--- src/rtl/simple_cpu_core_if.sv ---
// Instruction/status bundle between the CPU test driver and simple_cpu_core.
// Handshake semantics: there is no valid/ready pair. The driver owns
// input_ins and must hold a legal instruction in it across every rising
// edge after reset; the core consumes exactly one instruction per edge
// (unless halted) and its registered status outputs describe the state
// after that edge.
interface simple_cpu_core_if;
  logic [7:0] input_ins;
  logic [7:0] pc;
  logic [7:0] accum_value;
  logic       carry;
  logic       zero;
  logic       halted;
  logic       dbg_state;   // raw FSM state: 0 = RUN, 1 = HALT

  // Driver side: presents instructions, observes status
  modport master (
    output input_ins,
    input  pc, accum_value, carry, zero, halted, dbg_state
  );

  // Core side: consumes instructions, drives status
  modport slave (
    input  input_ins,
    output pc, accum_value, carry, zero, halted, dbg_state
  );
endinterface

--- src/rtl/simple_cpu_core.sv ---
// simple_cpu_core: 8-bit single-cycle accumulator CPU with carry/zero flags
// and a HALT state. Optional single-level CALL/RET is built when the macro
// SIMPLE_CPU_CALL_EN is defined; otherwise opcodes D and E behave as NOP.
module simple_cpu_core (
  input  logic               clk,
  input  logic               CLB,
  simple_cpu_core_if.slave   bus
);

  typedef enum logic {
    ST_RUN  = 1'b0,
    ST_HALT = 1'b1
  } state_t;

  state_t      r_state;
  state_t      w_state_nxt;

  logic [7:0]  r_pc;
  logic [7:0]  r_acc;
  logic        r_c;
  logic        r_z;

  logic [7:0]  w_pc_nxt;
  logic [7:0]  w_acc_nxt;
  logic        w_c_nxt;
  logic        w_z_nxt;

  logic [3:0]  w_op;
  logic [3:0]  w_imm;
  logic [7:0]  w_u;
  logic [7:0]  w_s;
  logic [7:0]  w_pc_inc;
  logic [7:0]  w_pc_rel;
  logic [8:0]  w_sum;

`ifdef SIMPLE_CPU_CALL_EN
  logic [7:0]  r_ret;
  logic [7:0]  w_ret_nxt;
`endif

  assign w_op     = bus.input_ins[7:4];
  assign w_imm    = bus.input_ins[3:0];
  assign w_u      = {4'h0, w_imm};
  assign w_s      = {{4{w_imm[3]}}, w_imm};
  assign w_pc_inc = r_pc + 8'd1;
  assign w_pc_rel = r_pc + w_s;
  assign w_sum    = {1'b0, r_acc} + {1'b0, w_u};

  // FSM state register; reset always returns to RUN
  always_ff @(posedge clk or negedge CLB) begin
    if (!CLB) r_state <= ST_RUN;
    else      r_state <= w_state_nxt;
  end

  // Next-state and datapath decode; HALT holds every register
  always_comb begin
    w_state_nxt = r_state;
    w_pc_nxt    = r_pc;
    w_acc_nxt   = r_acc;
    w_c_nxt     = r_c;
    w_z_nxt     = r_z;
`ifdef SIMPLE_CPU_CALL_EN
    w_ret_nxt   = r_ret;
`endif
    if (r_state == ST_RUN) begin
      w_pc_nxt = w_pc_inc;
      case (w_op)
        4'h1: w_acc_nxt = w_u;
        4'h2: {w_c_nxt, w_acc_nxt} = w_sum;
        4'h3: begin
          w_acc_nxt = r_acc - w_u;
          w_c_nxt   = (r_acc < w_u);
        end
        4'h4: w_acc_nxt = r_acc & w_u;
        4'h5: w_acc_nxt = r_acc | w_u;
        4'h6: w_acc_nxt = r_acc ^ w_u;
        4'h7: begin
          w_c_nxt   = r_acc[7];
          w_acc_nxt = {r_acc[6:0], 1'b0};
        end
        4'h8: begin
          w_c_nxt   = r_acc[0];
          w_acc_nxt = {1'b0, r_acc[7:1]};
        end
        4'h9: w_acc_nxt = {w_imm, r_acc[3:0]};
        4'hA: w_pc_nxt = w_pc_rel;
        4'hB: if (r_z) w_pc_nxt = w_pc_rel;
        4'hC: if (r_c) w_pc_nxt = w_pc_rel;
`ifdef SIMPLE_CPU_CALL_EN
        4'hD: begin
          w_ret_nxt = w_pc_inc;
          w_pc_nxt  = w_pc_rel;
        end
        4'hE: w_pc_nxt = r_ret;
`endif
        4'hF: begin
          // HLT freezes the machine on the current PC
          w_pc_nxt    = r_pc;
          w_state_nxt = ST_HALT;
        end
        default: ;
      endcase
      // Zero flag tracks only the accumulator-writing opcodes 1..9
      if ((w_op >= 4'h1) && (w_op <= 4'h9)) w_z_nxt = (w_acc_nxt == 8'h00);
    end
  end

  // Architectural registers with asynchronous reset
  always_ff @(posedge clk or negedge CLB) begin
    if (!CLB) begin
      r_pc  <= 8'h00;
      r_acc <= 8'h00;
      r_c   <= 1'b0;
      r_z   <= 1'b1;
    end else begin
      r_pc  <= w_pc_nxt;
      r_acc <= w_acc_nxt;
      r_c   <= w_c_nxt;
      r_z   <= w_z_nxt;
    end
  end

`ifdef SIMPLE_CPU_CALL_EN
  // Single-level return address; a nested CALL simply overwrites it
  always_ff @(posedge clk or negedge CLB) begin
    if (!CLB) r_ret <= 8'h00;
    else      r_ret <= w_ret_nxt;
  end
`endif

  assign bus.pc          = r_pc;
  assign bus.accum_value = r_acc;
  assign bus.carry       = r_c;
  assign bus.zero        = r_z;
  assign bus.halted      = (r_state == ST_HALT);
  assign bus.dbg_state   = r_state;

endmodule

--- src/flat_wrapper.sv ---
// flat-port wrapper written by rule: the top's interface ports become plain ports
module simple_cpu_core_flat 
  (clk, CLB, bus_input_ins, bus_pc, bus_accum_value, bus_carry, bus_zero, bus_halted, bus_dbg_state);
  simple_cpu_core_if bus_i ();
  input  logic clk;
  input  logic CLB;
  input wire logic [$bits(bus_i.input_ins)-1:0] bus_input_ins;
  output wire logic [$bits(bus_i.pc)-1:0] bus_pc;
  output wire logic [$bits(bus_i.accum_value)-1:0] bus_accum_value;
  output wire logic [$bits(bus_i.carry)-1:0] bus_carry;
  output wire logic [$bits(bus_i.zero)-1:0] bus_zero;
  output wire logic [$bits(bus_i.halted)-1:0] bus_halted;
  output wire logic [$bits(bus_i.dbg_state)-1:0] bus_dbg_state;
  assign bus_i.input_ins = bus_input_ins;
  assign bus_pc = bus_i.pc;
  assign bus_accum_value = bus_i.accum_value;
  assign bus_carry = bus_i.carry;
  assign bus_zero = bus_i.zero;
  assign bus_halted = bus_i.halted;
  assign bus_dbg_state = bus_i.dbg_state;
  simple_cpu_core u_core (.clk(clk), .CLB(CLB), .bus(bus_i));
endmodule
--- config.mk ---
export PLATFORM = sky130hd
export DESIGN_NAME = simple_cpu_core_flat
export DESIGN_NICKNAME = d
export VERILOG_FILES = /design/src/rtl/simple_cpu_core_if.sv /design/src/rtl/simple_cpu_core.sv /design/src/flat_wrapper.sv
export SDC_FILE = /design/constraint.sdc
export NUM_CORES = 1
export LEC_CHECK = 0
export ABC_AREA = 1
export ABC_CLOCK_PERIOD_IN_PS = 2350
export BUFFER_PORTS_ARGS = -buffer_cell sky130_fd_sc_hd__buf_2
export CAP_MARGIN = 20
export CORE_MARGIN = 2
export CORE_UTILIZATION = 40
export DETAILED_ROUTE_END_ITERATION = 7
export PLACE_DENSITY = 0.55
export SETUP_SLACK_MARGIN = 0.5
export SYNTH_ARGS = -nofsm -noshare
export SYNTH_HDL_FRONTEND = slang
export SYNTH_SLANG_ARGS = --single-unit
export TNS_END_PERCENT = 5
--- constraint.sdc ---
create_clock -name clk -period 2.35 [get_ports clk]
set_input_delay 0.47 -clock clk [delete_from_list [all_inputs] [get_ports clk]]
set_output_delay 0.47 -clock clk [all_outputs]
set_load 0.005 [all_outputs]
Yosys cells after proc, flatten, opt, wreduce, memory -nomap -nowiden
Index checks and enable logic that the tools add are counted.
{"block": "totals", "elab_cells": 44, "register_bits": 19, "out_inout_bits": 20, "input_bits": 10}
{"block": "classes", "n_addsub": 4, "order_cmp": 3, "n_reduce_logical": 6, "bitwise": 5, "muxes": 8, "eq_ne": 13}
{"operator": "8-bit case mux with 9 select lines", "count": 1}
{"operator": "8-bit case mux with 4 select lines", "count": 1}
{"operator": "4-bit == test (second input constant)", "count": 6}
{"operator": "8-bit 2-to-1 mux", "count": 3}
{"operator": "4-bit by 3-bit == test with 1-bit output (second input constant)", "count": 4}
{"operator": "8-bit by 4-bit adder with 9-bit output", "count": 1}
{"operator": "8-bit by 1-bit adder with 8-bit output (second input constant)", "count": 1}
{"operator": "8-bit adder", "count": 1}
{"operator": "8-bit by 4-bit bitwise AND with 8-bit output", "count": 1}
{"operator": "4-bit by 2-bit == test with 1-bit output (second input constant)", "count": 2}
{"operator": "8-bit zero test", "count": 1}
{"operator": "8-bit by 4-bit less-than comparator with 1-bit output", "count": 1}
{"operator": "8-bit by 4-bit bitwise OR with 8-bit output", "count": 1}
{"operator": "8-bit by 4-bit subtractor with 8-bit output", "count": 1}
{"operator": "8-bit by 4-bit bitwise XOR with 8-bit output", "count": 1}
{"operator": "2-bit AND reduction", "count": 3}
{"operator": "4-bit by 1-bit == test with 1-bit output (second input constant)", "count": 1}
{"operator": "4-bit by 1-bit >= comparator with 1-bit output (second input constant)", "count": 1}
{"operator": "4-bit <= comparator (second input constant)", "count": 1}
{"operator": "1-bit case mux with 4 select lines", "count": 1}
{"operator": "4-bit nonzero test", "count": 1}
{"operator": "1-bit 2-to-1 mux", "count": 2}
{"operator": "1-bit NOT", "count": 2}
{"operator": "1-bit logical AND", "count": 1}

Depth between registers and ports, before layout
{"block": "logic_depth", "word_depth": 4, "depth_mapped": 16, "depth_no_buf": 15}

Worst setup path after synthesis
OpenSTA, ideal clock, no wires.
{"block": "synth_path", "path_kind": "flip-flop to flip-flop", "start": "register u_core.r_acc[0] (netlist: u_core.bus.accum_value[0])", "end": "register u_core.r_z (netlist: u_core.bus.zero)", "required_ns": 2.289, "slack_ns": 0.288, "path_buffers": 0, "setup_ns": 0.061, "period_less_slack_ns": 2.062, "path_stages_with_launch": 15, "arrival_time_ns": 2.001, "path_cell_list": "dfrtp_1 > inv_1 > ha_1 > inv_1 > fa_1 > or2_2 > nand3_1 > nand3_1 > nor2_1 > nand2_1 > o21ai_1 > nand2_1 > nor2_1 > nand3_1 > nand2_1"}
{"block": "synth_via", "elab_chain_len": 4, "word_cells_on_any_way": 8, "classes_between": "add/sub: 2; mux: 2; bitwise: 3; reduce/logical: 1"}
{"item": "from (decl)", "line_no": "simple_cpu_core.sv:19", "source": "logic [7:0] r_acc;"}
{"item": "from (signal assigned)", "line_no": "simple_cpu_core.sv:117", "source": "r_acc <= w_acc_nxt;"}
{"item": "8-bit by 4-bit subtractor with 8-bit output (tied with other cells)", "line_no": "simple_cpu_core.sv:71", "source": "w_acc_nxt = r_acc - w_u;"}
{"item": "8-bit case mux with 9 select lines (*)", "line_no": "simple_cpu_core.sv:67", "source": "case (w_op)"}
{"item": "8-bit 2-to-1 mux (*)", "line_no": "simple_cpu_core.sv:65", "source": "if (r_state == ST_RUN) begin"}
{"item": "8-bit zero test (*)", "line_no": "simple_cpu_core.sv:104", "source": "if ((w_op >= 4'h1) && (w_op <= 4'h9)) w_z_nxt = (w_acc_nxt == 8'h00);"}
{"item": "to (signal assigned)", "line_no": "simple_cpu_core.sv:119", "source": "r_z <= w_z_nxt;"}
{"item": "to (decl)", "line_no": "simple_cpu_core.sv:21", "source": "logic r_z;"}
Mark *: on every way between the ends. The rest lies on a longest branch, timed or not. The select of a mux whose other input is x is not followed.
A chain may end at the register's enable or synchronous reset.

Worst setup path in the final report
Same ends and word-level chain as after synthesis.

==> out/qor.yml <==
status:
  status: "complete, no violations"
route:
  first_pass_iters: 5
  vias_per_cell: 5.18
  vias: 2744
  remaining_drc_errors: 0
  ant_nets: 0
  drt-initial-drc-count: 162
  post_drt_wl_per_cell_um: 14.1
  wl_um: 7500
setup_path:
  worst-setup-path-type: "register to register"
  required_ps: 2570
  worstSetupStartpointType: "register"
  cp_data_arrival_time_ps: 2310
  endpoint_kind: "register"
  worstPathMaxFanout: 4
global_routing:
  grt_max_degree: 20
  grt_pass1_wl_um: 11800
  grt_pass1_vias: 2365
  overflow: 0
  antenna_found_initial: 0
  grt.total_usage_pct: 22.8
synth:
  synth_top_cells_by_area: "dfrtp_1, nand2_1, ha_1"
  ys_seq_area_share_pct: 19.4
  synth.net_count: 433
  ys_seq_elements: 19
  yosys_warnings: 0
  synthFlopType: "dfrtp_1"
  postSynthCellCount: 400
  synth_top_area_share_pct: 18.3
  synth_edf_count: 0
  synth_cell_types: 39
  synth_top_area_cell: "dfrtp_1"
  netlist_area_um2: 2460
  post-synth-top-count-cell: "nand2_1"
  avgSynthCellArea_um2: 6.15
  synth_common_cells: "nand2_1, inv_1, nor2_1"
  async_reset_ff_share_pct: 100
flow_run:
  maxCapViolations: 0
power_and_ir_drop:
  switchingPower_uw: 382
  powerDensity_nw_per_um2: 333
  power.leakage_uw: 0.00160
  switching_share_pct: 37.8
  p_int_uw: 628
  seqPwrFrac_pct: 33.9
  clkPwrFrac_pct: 25.2
  ir_worst_vdd_uv: 204
  power_frac_comb_pct: 40.9
die:
  core-area_um2: 5920
  initial_utilization_pct: 41.5
  die-area_um2: 6790
  ios: 30
  die_h_um: 82.4
  die_w_um: 82.4
  rows: 28
timing:
  rsz0062_at_grt: "yes"
  setup_viol: 0
  max_slew_margin_pct: 43.8
  drv_slew: 0
  holdWs_ps: 166
  setup_tns_ps: 0
  worst_slew_pin_slew_ps: 839
  hold_viol: 0
  min_period_ps: 2090
  fin_crit_sh_pct: 89.1
  max_freq_mhz: 478
  fin_skew_ps: 2.89
cells_and_area:
  fin_util_pct: 51.3
  multi_input_area_um2: 1850
  regArea_um2: 479
  layout.nets: 489
  finish.instance_area_um2: 3040
  drive_gt1_share_pct: 26.6
  fill_cells: 635
  area_growth_pct: 23.4
  antenna_cells: 0
cts:
  clockRootBuffer: "clkbuf_8"
  cts.sinks: 19
  path_clk_slew_ps: 80
  ctsLongestPathBuffers: 2
  cts_tree: "yes"
  cts_buffers: 3
  h-tree-depth: 1
  clkLatencyLatePin_ps: 270
hold_path:
  hold_path.class: "primary input to asynchronous set/reset pin"
place:
  placed_area_um2: 2800
  globalplace.congestion: 0.881
  port_buffers: 29
  place_hpwl_um: 5890
[cells in the final DEF (no fill, tap or decap), types with 2 or more instances in the layout]
cell	n
o21ai_2	4
inv_2	11
a21boi_0	2
buf_4	30
a22oi_1	3
nand2_2	7
nand2_4	3
inv_1	42
a31oi_1	3
or2_2	3
nor3_1	4
nor2_2	5
nand3_2	7
xor2_1	3
nor2_1	45
nor2_4	2
buf_2	29
fa_2	2
o22ai_1	3
clkbuf_8	3
nand4_1	4
dfrtp_2	2
o21ai_1	7
o21ai_0	17
a21oi_1	12
a21oi_2	4
dfrtp_1	16
ha_1	16
nand3_1	34
nand2_1	113
ha_4	3
[cells by family (layout without fill, tap and decap cells)]
family | after synthesis | count (layout) | synth area share (%)
xor gates and xnor gates | 4 | 4 | 1.42
adders and majority gates | 23 | 23 | 12.6
and+or+nand+nor | 233 | 233 | 41.5
AOI/OAI and AO/OA | 60 | 60 | 14.4
buffers and inverters | 61 | 116 | 10.7
DFF | 19 | 19 | 19.4
[through the flow]
step / cells / setup WS [ps] / power (uW)
2_1_floorplan: 400 / 448 / 577
3_3_place_gp: 514 / -32.2 / 698
3_5_place_dp: 514 / -57.2 / 700
4_1_cts: 526 / 258 / 982
5_1_grt: 530 / 140 / 1080
6_report: 530 / 256 / 1010
[power groups by stage]
stage	logic, uW	registers (uW)	clock network [uW]
detailed placement	347	353	0
global placement	345	353	0
finish	413	342	254
CTS	385	342	256
global route	461	343	272
floorplan	223	354	0
[per-layer routing]
layer	vias up	wire, um	share of wire (%)	track usage (%)
met5	-	0	0	0
met4	0	43	0.57	3.17
met3	5	378	5.0	3.37
met2	68	3400	45	36.8
met1	1262	3680	49	32.7
li1	1409	-	-	-
[worst paths after layout]
kind	start	end	slack [ps]	depth (start not counted)
setup / recovery	u_core.bus.accum_value[0]	u_core.bus.zero	260	14
hold reg to reg	u_core.bus.zero	u_core.bus.zero	550	2
hold / removal	CLB	u_core.bus.accum_value[7]	170	1
max in group asynchronous	CLB	u_core.bus.accum_value[0]	1800	1
setup reg to reg	u_core.bus.accum_value[0]	u_core.bus.zero	260	14
min in group clk	u_core.bus.zero	u_core.bus.zero	550	2
[flip-flops by register name, indices dropped and copies added (netlist names)]
signal	flops
u_core.bus.accum_value	8
u_core.bus.zero	1
u_core.bus.pc	8
u_core.bus.carry	1
u_core.bus.dbg_state	1
[worst max-delay path, cell delays in order (launching register included)]
cell,delay (ps)
dfrtp_2,450
inv_2,80
ha_4,120
inv_2,40
fa_2,400
nand3_4,140
nand2_2,60
nand2_2,60
nand3_2,80
nand2_2,60
nor2b_4,160
nand3_2,110
nor2_4,140
nand3_2,70
nand2_2,60
[area by class of cell]
class / count / share of cell area (%)
Tap cell: 75 / 3.09
Multi-Input combinational cell: 320 / 60.9
Clock buffer: 4 / 1.48
Timing Repair Buffer: 59 / 12.2
Sequential cell: 19 / 15.8
Inverter: 53 / 6.55
[repair_timing]
action,4_1_cts,5_1_grt
hold buffers,0,0
cloned,0,0
resized for setup,11,14
pin swaps,7,8
endpoints found under the setup margin,11,12
buffers inserted,8,4
Note: power is estimated with default switching activity, not from simulation.
